$ cat src/rtl/dice_pkg.sv
// Shared definitions for the dice roller front end: FSM state encoding and
// the default prescaler width.
package dice_pkg;

  localparam int TICK_W_DEFAULT = 10;

  localparam logic [2:0] IDLE       = 3'd0;
  localparam logic [2:0] DB_PRESS   = 3'd1;
  localparam logic [2:0] PRESSED    = 3'd2;
  localparam logic [2:0] HELD       = 3'd3;
  localparam logic [2:0] DB_RELEASE = 3'd4;

  typedef enum logic [2:0] {
    S_IDLE       = IDLE,
    S_DB_PRESS   = DB_PRESS,
    S_PRESSED    = PRESSED,
    S_HELD       = HELD,
    S_DB_RELEASE = DB_RELEASE
  } state_t;

endpackage

$ cat src/rtl/btn_sync.sv
// Multi-flop synchronizer bringing the asynchronous pad level into the
// system clock domain; clears to 0 on reset.
module btn_sync #(
  parameter int STAGES = 2
) (
  input  logic i_clk,
  input  logic i_rst,
  input  logic i_d,
  output logic o_q
);

  logic [STAGES-1:0] r_chain;

  // shift the raw level through the synchronizer chain
  always_ff @(posedge i_clk or posedge i_rst) begin
    if (i_rst) begin
      r_chain <= {STAGES{1'b0}};
    end else begin
      r_chain <= {r_chain[STAGES-2:0], i_d};
    end
  end

  assign o_q = r_chain[STAGES-1];

endmodule

$ cat src/rtl/dice_button_conditioner.sv
// Debounces a raw button into a clean level, press/release pulses, a
// long-press flag and a wrapping press counter for the dice roller.
module dice_button_conditioner
  import dice_pkg::*;
#(
  parameter int SYNC_STAGES = 2,
  parameter int TICK_W      = TICK_W_DEFAULT,
  parameter int DB_TICKS    = 4,
  parameter int HOLD_TICKS  = 64
) (
  input  logic       wb_clk_i,
  input  logic       wb_rst_i,
  input  logic       btn_raw,
  input  logic       invert,
  output logic       btn_level,
  output logic       press_pulse,
  output logic       release_pulse,
  output logic       long_press,
  output logic [7:0] press_count
);

  localparam int DB_W   = $clog2(DB_TICKS);
  localparam int HOLD_W = $clog2(HOLD_TICKS);
  localparam logic [DB_W-1:0]   DB_ONE    = DB_W'(1);
  localparam logic [DB_W-1:0]   DB_LAST   = DB_W'(DB_TICKS - 1);
  localparam logic [HOLD_W-1:0] HOLD_ZERO = HOLD_W'(0);
  localparam logic [HOLD_W-1:0] HOLD_ONE  = HOLD_W'(1);
  localparam logic [HOLD_W-1:0] HOLD_LAST = HOLD_W'(HOLD_TICKS - 1);

  logic w_sync;
  logic w_s;
  logic w_tick;

  logic [TICK_W-1:0] r_presc;
  state_t            r_state;
  state_t            r_ret;
  logic [DB_W-1:0]   r_db_cnt;
  logic [HOLD_W-1:0] r_hold_cnt;
  logic              r_level;
  logic              r_press;
  logic              r_release;
  logic              r_long;
  logic [7:0]        r_count;

  btn_sync #(
    .STAGES(SYNC_STAGES)
  ) u_sync (
    .i_clk(wb_clk_i),
    .i_rst(wb_rst_i),
    .i_d  (btn_raw),
    .o_q  (w_sync)
  );

  // Polarity is applied after synchronization, so a flip of invert is
  // debounced exactly like a pad edge.
  assign w_s    = w_sync ^ invert;
  assign w_tick = &r_presc;

  // free-running prescaler; all-ones marks a sampling tick
  always_ff @(posedge wb_clk_i or posedge wb_rst_i) begin
    if (wb_rst_i) begin
      r_presc <= {TICK_W{1'b0}};
    end else begin
      r_presc <= r_presc + TICK_W'(1);
    end
  end

  // debounce / hold FSM with registered outputs, advanced only on ticks
  always_ff @(posedge wb_clk_i or posedge wb_rst_i) begin
    if (wb_rst_i) begin
      r_state    <= S_IDLE;
      r_ret      <= S_IDLE;
      r_db_cnt   <= {DB_W{1'b0}};
      r_hold_cnt <= HOLD_ZERO;
      r_level    <= 1'b0;
      r_press    <= 1'b0;
      r_release  <= 1'b0;
      r_long     <= 1'b0;
      r_count    <= 8'd0;
    end else begin
      r_press   <= 1'b0;
      r_release <= 1'b0;
      if (w_tick) begin
        case (r_state)
          S_IDLE: begin
            if (w_s) begin
              r_state  <= S_DB_PRESS;
              r_db_cnt <= DB_ONE;
            end
          end
          S_DB_PRESS: begin
            if (!w_s) begin
              r_state <= S_IDLE;
            end else if (r_db_cnt == DB_LAST) begin
              r_state    <= S_PRESSED;
              r_hold_cnt <= HOLD_ZERO;
              r_level    <= 1'b1;
              r_press    <= 1'b1;
              r_count    <= r_count + 8'd1;
            end else begin
              r_db_cnt <= r_db_cnt + DB_ONE;
            end
          end
          S_PRESSED: begin
            if (!w_s) begin
              r_state  <= S_DB_RELEASE;
              r_db_cnt <= DB_ONE;
              r_ret    <= S_PRESSED;
            end else if (r_hold_cnt == HOLD_LAST) begin
              r_state <= S_HELD;
              r_long  <= 1'b1;
            end else begin
              r_hold_cnt <= r_hold_cnt + HOLD_ONE;
            end
          end
          S_HELD: begin
            if (!w_s) begin
              r_state  <= S_DB_RELEASE;
              r_db_cnt <= DB_ONE;
              r_ret    <= S_HELD;
            end
          end
          S_DB_RELEASE: begin
            // a bounce back to 1 resumes where we left off; hold_cnt stays frozen
            if (w_s) begin
              r_state <= r_ret;
            end else if (r_db_cnt == DB_LAST) begin
              r_state   <= S_IDLE;
              r_level   <= 1'b0;
              r_long    <= 1'b0;
              r_release <= 1'b1;
            end else begin
              r_db_cnt <= r_db_cnt + DB_ONE;
            end
          end
          default: begin
            r_state <= S_IDLE;
          end
        endcase
      end
    end
  end

  assign btn_level     = r_level;
  assign press_pulse   = r_press;
  assign release_pulse = r_release;
  assign long_press    = r_long;
  assign press_count   = r_count;

endmodule

$ cat config.mk
export PLATFORM = sky130hd
export DESIGN_NAME = dice_button_conditioner
export DESIGN_NICKNAME = d
export VERILOG_FILES = /design/src/rtl/dice_pkg.sv /design/src/rtl/btn_sync.sv /design/src/rtl/dice_button_conditioner.sv
export SDC_FILE = /design/constraint.sdc
export NUM_CORES = 1
export LEC_CHECK = 0
export CAP_MARGIN = 20
export CORE_MARGIN = 2
export CORE_UTILIZATION = 62
export DETAILED_ROUTE_END_ITERATION = 10
export DONT_BUFFER_PORTS = 1
export GPL_TIMING_DRIVEN = 0
export PLACE_DENSITY_LB_ADDON = 0.25
export SKIP_CTS_REPAIR_TIMING = 1
export SLEW_MARGIN = 20
export SYNTH_ARGS = -nofsm -noshare
export SYNTH_HDL_FRONTEND = slang
export SYNTH_HIERARCHICAL = 1
export SYNTH_SLANG_ARGS = --single-unit
export TNS_END_PERCENT = 30
$ cat constraint.sdc
create_clock -name wb_clk_i -period 2.55 [get_ports wb_clk_i]
set_clock_uncertainty 0.2 [all_clocks]
set_input_delay 0.3825 -clock wb_clk_i [delete_from_list [all_inputs] [get_ports wb_clk_i]]
set_output_delay 0.3825 -clock wb_clk_i [all_outputs]
set_load 0.01 [all_outputs]
==> impl_results.md, run 1 <==
* Row count at 19
* TritonCTS clock tree: done
* Worst-path clk slew at ~0.11 ns
* Die height at about 58 µm
* Most common cell after layout, fill and taps aside: dfrtp_1
* Layout cells sized above 1 at approximately 14%
* Clock buffer depth at 2
* Unrepaired setup endpoints after global routing: false
* Buf/Inv on CP at 0
* Post-route ant nets at 0
* Final HPWL DP at around 2400 µm
* Fmax at 442.4 MHz
* RR Endpoint: r_ret[0]
* Slowest stage cell, crit path: dfrtp_1
* P_leak at 0.9026 nW
* Final Routed Wirelength at ~3400 µm
* GRT overflow at 0
* Seq cells post-synth at 37
* Critical path capture point type: flop
* Routed length per instance at around 16 µm
* Crit-path max cell delay at 0.44 ns
* CTS sink cnt at 37
* Post-Syn Area per Cell at roughly 11 µm²
* Clk_lat worst skew at about 0.34 ns
* Vias per cell at between 6 and 7
* # DRC at 0
* Layout Utilization at a little over two thirds
* Relative slew slack at 52.47%
* Slew Viols, Final at 0
* Vias at between 1000 and 1500
* DRT iter0 DRCs at 70
* # IOs at 16
* Num CTS Buffers at 5
* Fin nets at between 150 and 200
* Worst Hold Class: in2reg
* Worst R2R Start: u_sync/r_chain[1]
* Post-Synthesis Cells at between 150 and 200
* R2R cell count at 5
* Core ar. at about 0.0028 mm²
* Setup-failing EPs final at 0
* Hold worst-path end: btn_level
* Max Cap Viol at 0
* Die area at about 0.0034 mm²
* Htree depth at 2
* Crit Path Class: reg2reg
* Final period util at between 80% and 90%
* Fin. Hold Viols at 0
* R2R setup slack at slightly below 0.3 ns
* Vias in the first global route at 1328
* Netlist cell types at 44
* Ys Warns at 6
* DRT Pass-1 Iters at 5
* Status: complete, no violations
* Levels on crit path at 5
* CP Data Required Time at around 2.6 ns
* CP Cell Sequence: xnor2_2 > mux2i_1 > o311ai_4 > nor3_2 > mux2_4
* Worst Path Arrival at about 2.3 ns
* GPL Wtd Cong at about 0.84
* Die width at about 60 µm
* Area grow syn2layout at 7.440%
* Seq/Total Area, Yosys at 50.51%
* HP Start: invert
* Cell area power density at about 510 mW/mm²
* Worst vdd ir at around 500 µV
* Sum Neg Setup Slack at 0 ns
* Post-synthesis net count at ~180
* Commonest non-fill, non-tap cells in the layout: dfrtp_1, nand2_1, nand3_1, o21ai_0, xnor2_1
* Post-Syn Area at 0.001833 mm²
* Initial antenna violation count at 0
* Worst Tran Pin Value at 0.7119 ns
* Min Tclk post-route at approximately 2.3 ns
* CP startpoint kind: flop
* Port Buffers at 0
* Initial Utilization at 65.90%
* Root Buffer: clkbuf_4
* ANT cells at 0
* Delay-heaviest family, CP: multiplexers
* Fillers at between 200 and 250
* Largest net degree at the start of global routing at 36
* Hold path depth at 2
* First-pass GRT wire length at around 6100 µm
* Crit-path max FO at 8
* Total track usage at approximately a quarter
layout make-up:
| cell class | instances | area (µm²) | share of cell area (%) |
|---|---|---|---|
| Timing Repair Buffer | 2 | 20.02 | 1.017 |
| Clock buffer | 5 | 37.54 | 1.906 |
| Sequential cell | 37 | 925.9 | 47.01 |
| Clock inverter | 2 | 35.03 | 1.779 |
| Inverter | 4 | 15.01 | 0.7624 |
| Multi-Input combinational cell | 123 | 868.3 | 44.09 |
| Buffer | 5 | 28.78 | 1.461 |
| Tap cell | 31 | 38.79 | 1.970 |
stage by stage:
stage               worst slack [ns]  hold slack, ns  cell area, µm²  std cells  power (mW)
finish                        0.2894          0.1440            1969        209       1.013
global route                  0.1350          0.1482            1969        209       1.044
CTS                           0.1933         -0.4431            1944        207       1.014
detailed placement            0.2259        -0.07120            1872        200      0.6291
global placement              0.3134        -0.07445            1872        200      0.6283
floorplan                     0.5108        -0.07632            1833        169      0.6227
synthesized netlist by cell type, drive strengths merged:
cell	number	area, µm²
a2111oi	1	15.01
a211o	1	8.760
a211oi	1	12.51
a21o	1	7.510
a21oi	6	30.03
a22o	1	8.760
a31oi	1	6.260
a41oi	1	8.760
and2	1	6.260
and3	5	31.28
and4	3	26.28
and4bb	1	12.51
buf	3	21.27
clkbuf	2	7.510
dfrtp	37	925.9
ha	4	50.05
inv	4	15.01
mux2	3	37.53
mux2i	3	30.03
nand2	17	63.81
nand2b	2	12.51
nand3	13	65.06
nand4	6	37.54
nor2	8	32.54
nor2b	3	18.77
nor3	4	25.02
nor3b	1	7.510
o2111ai	2	17.52
o21ai	10	50.05
o21ba	1	10.01
o311ai	1	26.28
o31ai	2	15.01
o41ai	1	8.760
or2	1	6.260
or3b	1	11.26
xnor2	10	95.10
xor2	7	68.82
power by group:
group / switching, mW / internal [mW] / leakage, nW / total, mW
clock: 0.193 / 0.200 / 0.0410 / 0.393
sequential: 0.00273 / 0.589 / 0.485 / 0.592
combinational: 0.0212 / 0.00696 / 0.376 / 0.0281
how the worst max path moves through the flow:
stage | startpoint | to
after floorplan | r_db_cnt[0] | press_count[5]
final | u_sync/r_chain[1] | r_ret[0]
after detailed placement | r_db_cnt[0] | press_count[7]
after CTS | r_db_cnt[0] | press_count[7]
after global placement | r_db_cnt[0] | press_count[5]
after global routing | r_db_cnt[0] | press_count[6]
per-layer routing:
layer / global-route usage [%] / part of all wire [%] / up-vias
li1: - / - / 626
met1: 30.47 / 42 / 651
met2: 37.72 / 52 / 38
met3: 5.055 / 4.7 / 7
met4: 11.63 / 1.3 / 0
met5: 0 / 0 / -
sequential cells by signal, summed over array words and instances (netlist names):
register	flops
r_presc	10
r_hold_cnt	6
u_sync/r_chain	2
press_pulse	1
r_db_cnt	2
press_count	8
long_press	1
r_state	3
btn_level	1
release_pulse	1
r_ret	2
logic make-up (layout without fill, tap and decap cells):
logic type / Yosys count / after routing / share of synthesized area [%]
simple gates: 66 / 66 / 19.45
flops: 37 / 37 / 50.51
compound gates: 30 / 30 / 12.29
xor+xnor: 17 / 17 / 8.943
buf+inv: 9 / 18 / 2.389
mux: 6 / 6 / 3.686
fa+ha+maj: 4 / 4 / 2.730
(Power assumes the default switching activity.)
==> run 2, diff against run 1 <==
--- a/config.mk
+++ b/config.mk
@@ -12,6 +12,7 @@
 export DONT_BUFFER_PORTS = 1
 export GPL_TIMING_DRIVEN = 0
 export PLACE_DENSITY_LB_ADDON = 0.25
+export SETUP_SLACK_MARGIN = 0.1
 export SKIP_CTS_REPAIR_TIMING = 1
 export SLEW_MARGIN = 20
 export SYNTH_ARGS = -nofsm -noshare
==> constraint.sdc (replaced) <==
create_clock -name wb_clk_i -period 2.2 [get_ports wb_clk_i]
set_clock_uncertainty 0.2 [all_clocks]
set_input_delay 0.33 -clock wb_clk_i [delete_from_list [all_inputs] [get_ports wb_clk_i]]
set_output_delay 0.33 -clock wb_clk_i [all_outputs]
set_load 0.01 [all_outputs]
==> impl_results.md, run 2 (synthesized netlist as in run 1, its figures left out) <==
* Die height at 58.38 µm (unchanged)
* Power, Total at 1.188 mW (+17%)
* Slew Viols, Final at 0 (unchanged)
* Hold worst-path end: btn_level
* Final Routed Wirelength at 3779 µm (+10%)
* Port Buffers at 0 (unchanged)
* Max reg flops at 10 (unchanged)
* Final Instance Area at 0.002077 mm² (+5.5%)
* Final period util at 97.59% (+8.9 points)
* CP startpoint kind: flop
* Worst vdd ir at 533.1 µV (+4.3%)
* Clk_lat worst skew at 0.35 ns (about the same)
* P_leak at 0.9411 nW (+4.3%)
* Dpl cell area at 0.001872 mm² (unchanged)
* Sum Neg Setup Slack at 0 ns (unchanged)
* Crit-path max FO at 10 (+2)
* Total track usage at 23.56% (unchanged)
* CP Data Required Time at 2.24 ns (-0.34 ns)
* DRT Pass-1 Iters at 4 (-1)
* ANT cells at 0 (unchanged)
* # DRC at 0 (unchanged)
* Layout Utilization at 74.67% (+3.9 points)
* Setup-failing EPs final at 0 (unchanged)
* Reg with most FFs: r_presc
* Fin. Hold Viols at 0 (unchanged)
* DRT iter0 DRCs at 47 (-33%)
* Hold path depth at 2 (unchanged)
* Cells after DPL at 200 (unchanged)
* Vias at 1355 (+2.5%)
* Commonest non-fill, non-tap cells in the layout: dfrtp_1, nand2_1, nand3_1, o21ai_0, xnor2_1
* Initial antenna violation count at 0 (unchanged)
* Setup ws final at 0.05309 ns (-0.2364 ns)
* Core ar. at 0.002781 mm² (unchanged)
* Final HPWL DP at 2394 µm (unchanged)
* Vias in the first global route at 1328 (unchanged)
* # IOs at 16 (unchanged)
* Root Buffer: clkbuf_4
* Row count at 19 (unchanged)
* Worst-path clk slew at 0.11 ns (about the same)
* Post-route ant nets at 0 (unchanged)
* Num CTS Buffers at 5 (unchanged)
* RR Endpoint: r_state[0]
* Critical path capture point type: flop
* Crit Path Class: reg2reg
* Routed length per instance at 17.83 µm (+8.8%)
* R2R cell count at 7 (+2)
* Worst Hold Class: in2reg
* Fin nets at 189 (+1.6%)
* HP Start: invert
* Min Tclk post-route at 2.147 ns (-0.1136 ns)
* R2R setup slack at 0.05 ns (-0.24 ns)
* Unrepaired setup endpoints after global routing: true
* Relative slew slack at 52.55% (+0.083 points)
* Max Cap Viol at 0 (unchanged)
* Htree depth at 2 (unchanged)
* CTS sink cnt at 37 (unchanged)
* GRT overflow at 0 (unchanged)
* Die width at 58.38 µm (unchanged)
* Worst Path Arrival at 2.18 ns (-0.11 ns)
* Largest net degree at the start of global routing at 36 (unchanged)
* Fmax at 465.8 MHz (+5.3%)
* Die area at 0.003408 mm² (unchanged)
* Pre-CTS WS at -0.1241 ns (-0.3500 ns)
* Worst R2R Start: r_state[0]
* Layout cells sized above 1 at 21.55% (+7.5 points)
* Min Hold Slack at 0.01683 ns (-0.1272 ns)
* First-pass GRT wire length at 6051 µm (unchanged)
* TritonCTS clock tree: done
* Status: complete, no violations
* Cell area power density at 572.1 mW/mm² (+11%)
* Post-Layout Cell Count at 212 (+1.4%)
* Initial Utilization at 65.90% (unchanged)
* Worst Tran Pin Value at 0.7107 ns (-0.001247 ns)
* GPL Wtd Cong at 0.8406 (unchanged)
* Clock buffer depth at 2 (unchanged)
* Vias per cell at 6.392 (+1.0%)
* Most common cell after layout, fill and taps aside: dfrtp_1
* Area grow syn2layout at 13.31%
run 2: changes by cell type in the layout (fill, tap and decap cells not counted), moves of 2 or more:
cell / before / now
buf_4: 0 / 4
clkbuf_1: 2 / 0
ha_1: 4 / 2
ha_2: 0 / 2
nor3_2: 2 / 0
nor3_4: 0 / 2
run 2: cell type report:
type                            count  area (µm²)
Buffer                              4       26.28
Multi-Input combinational cell    123       948.4
Sequential cell                    37       925.9
Clock inverter                      2       35.03
Tap cell                           31       38.79
Fill cell                         174       704.4
Inverter                            4       15.01
Timing Repair Buffer                6       50.05
Clock buffer                        5       37.54
run 2: how the worst max path moves through the flow:
stage / startpoint / end / slack, ns
after floorplan: r_db_cnt[0] / press_count[5] / 0.16
after global placement: r_db_cnt[0] / press_count[5] / -0.04
after detailed placement: r_db_cnt[0] / press_count[7] / -0.12
after CTS: r_db_cnt[0] / press_count[7] / -0.16
after global routing: r_state[0] / r_state[0] / 0.01
final: r_state[0] / r_state[0] / 0.05
run 2: report_power, final:
group,switching (mW),internal [mW]
sequential,0.00436,0.682
clock,0.230,0.231
combinational,0.0266,0.0138
run 2: worst max-delay path, stage by stage, from the launching register on:
cell      delay [ns]
dfrtp_1         0.38
buf_6           0.14
or3b_4          0.41
a211o_1         0.32
o311ai_4        0.14
buf_4           0.19
nor2b_1         0.17
nor3_1          0.08
run 2: metal layers:
metal	vias up	part of all wire, %	track usage [%]
li1	630	-	-
met1	676	40	30.47
met2	39	53	37.72
met3	10	4.7	5.055
met4	0	2.2	11.63
met5	-	0	0
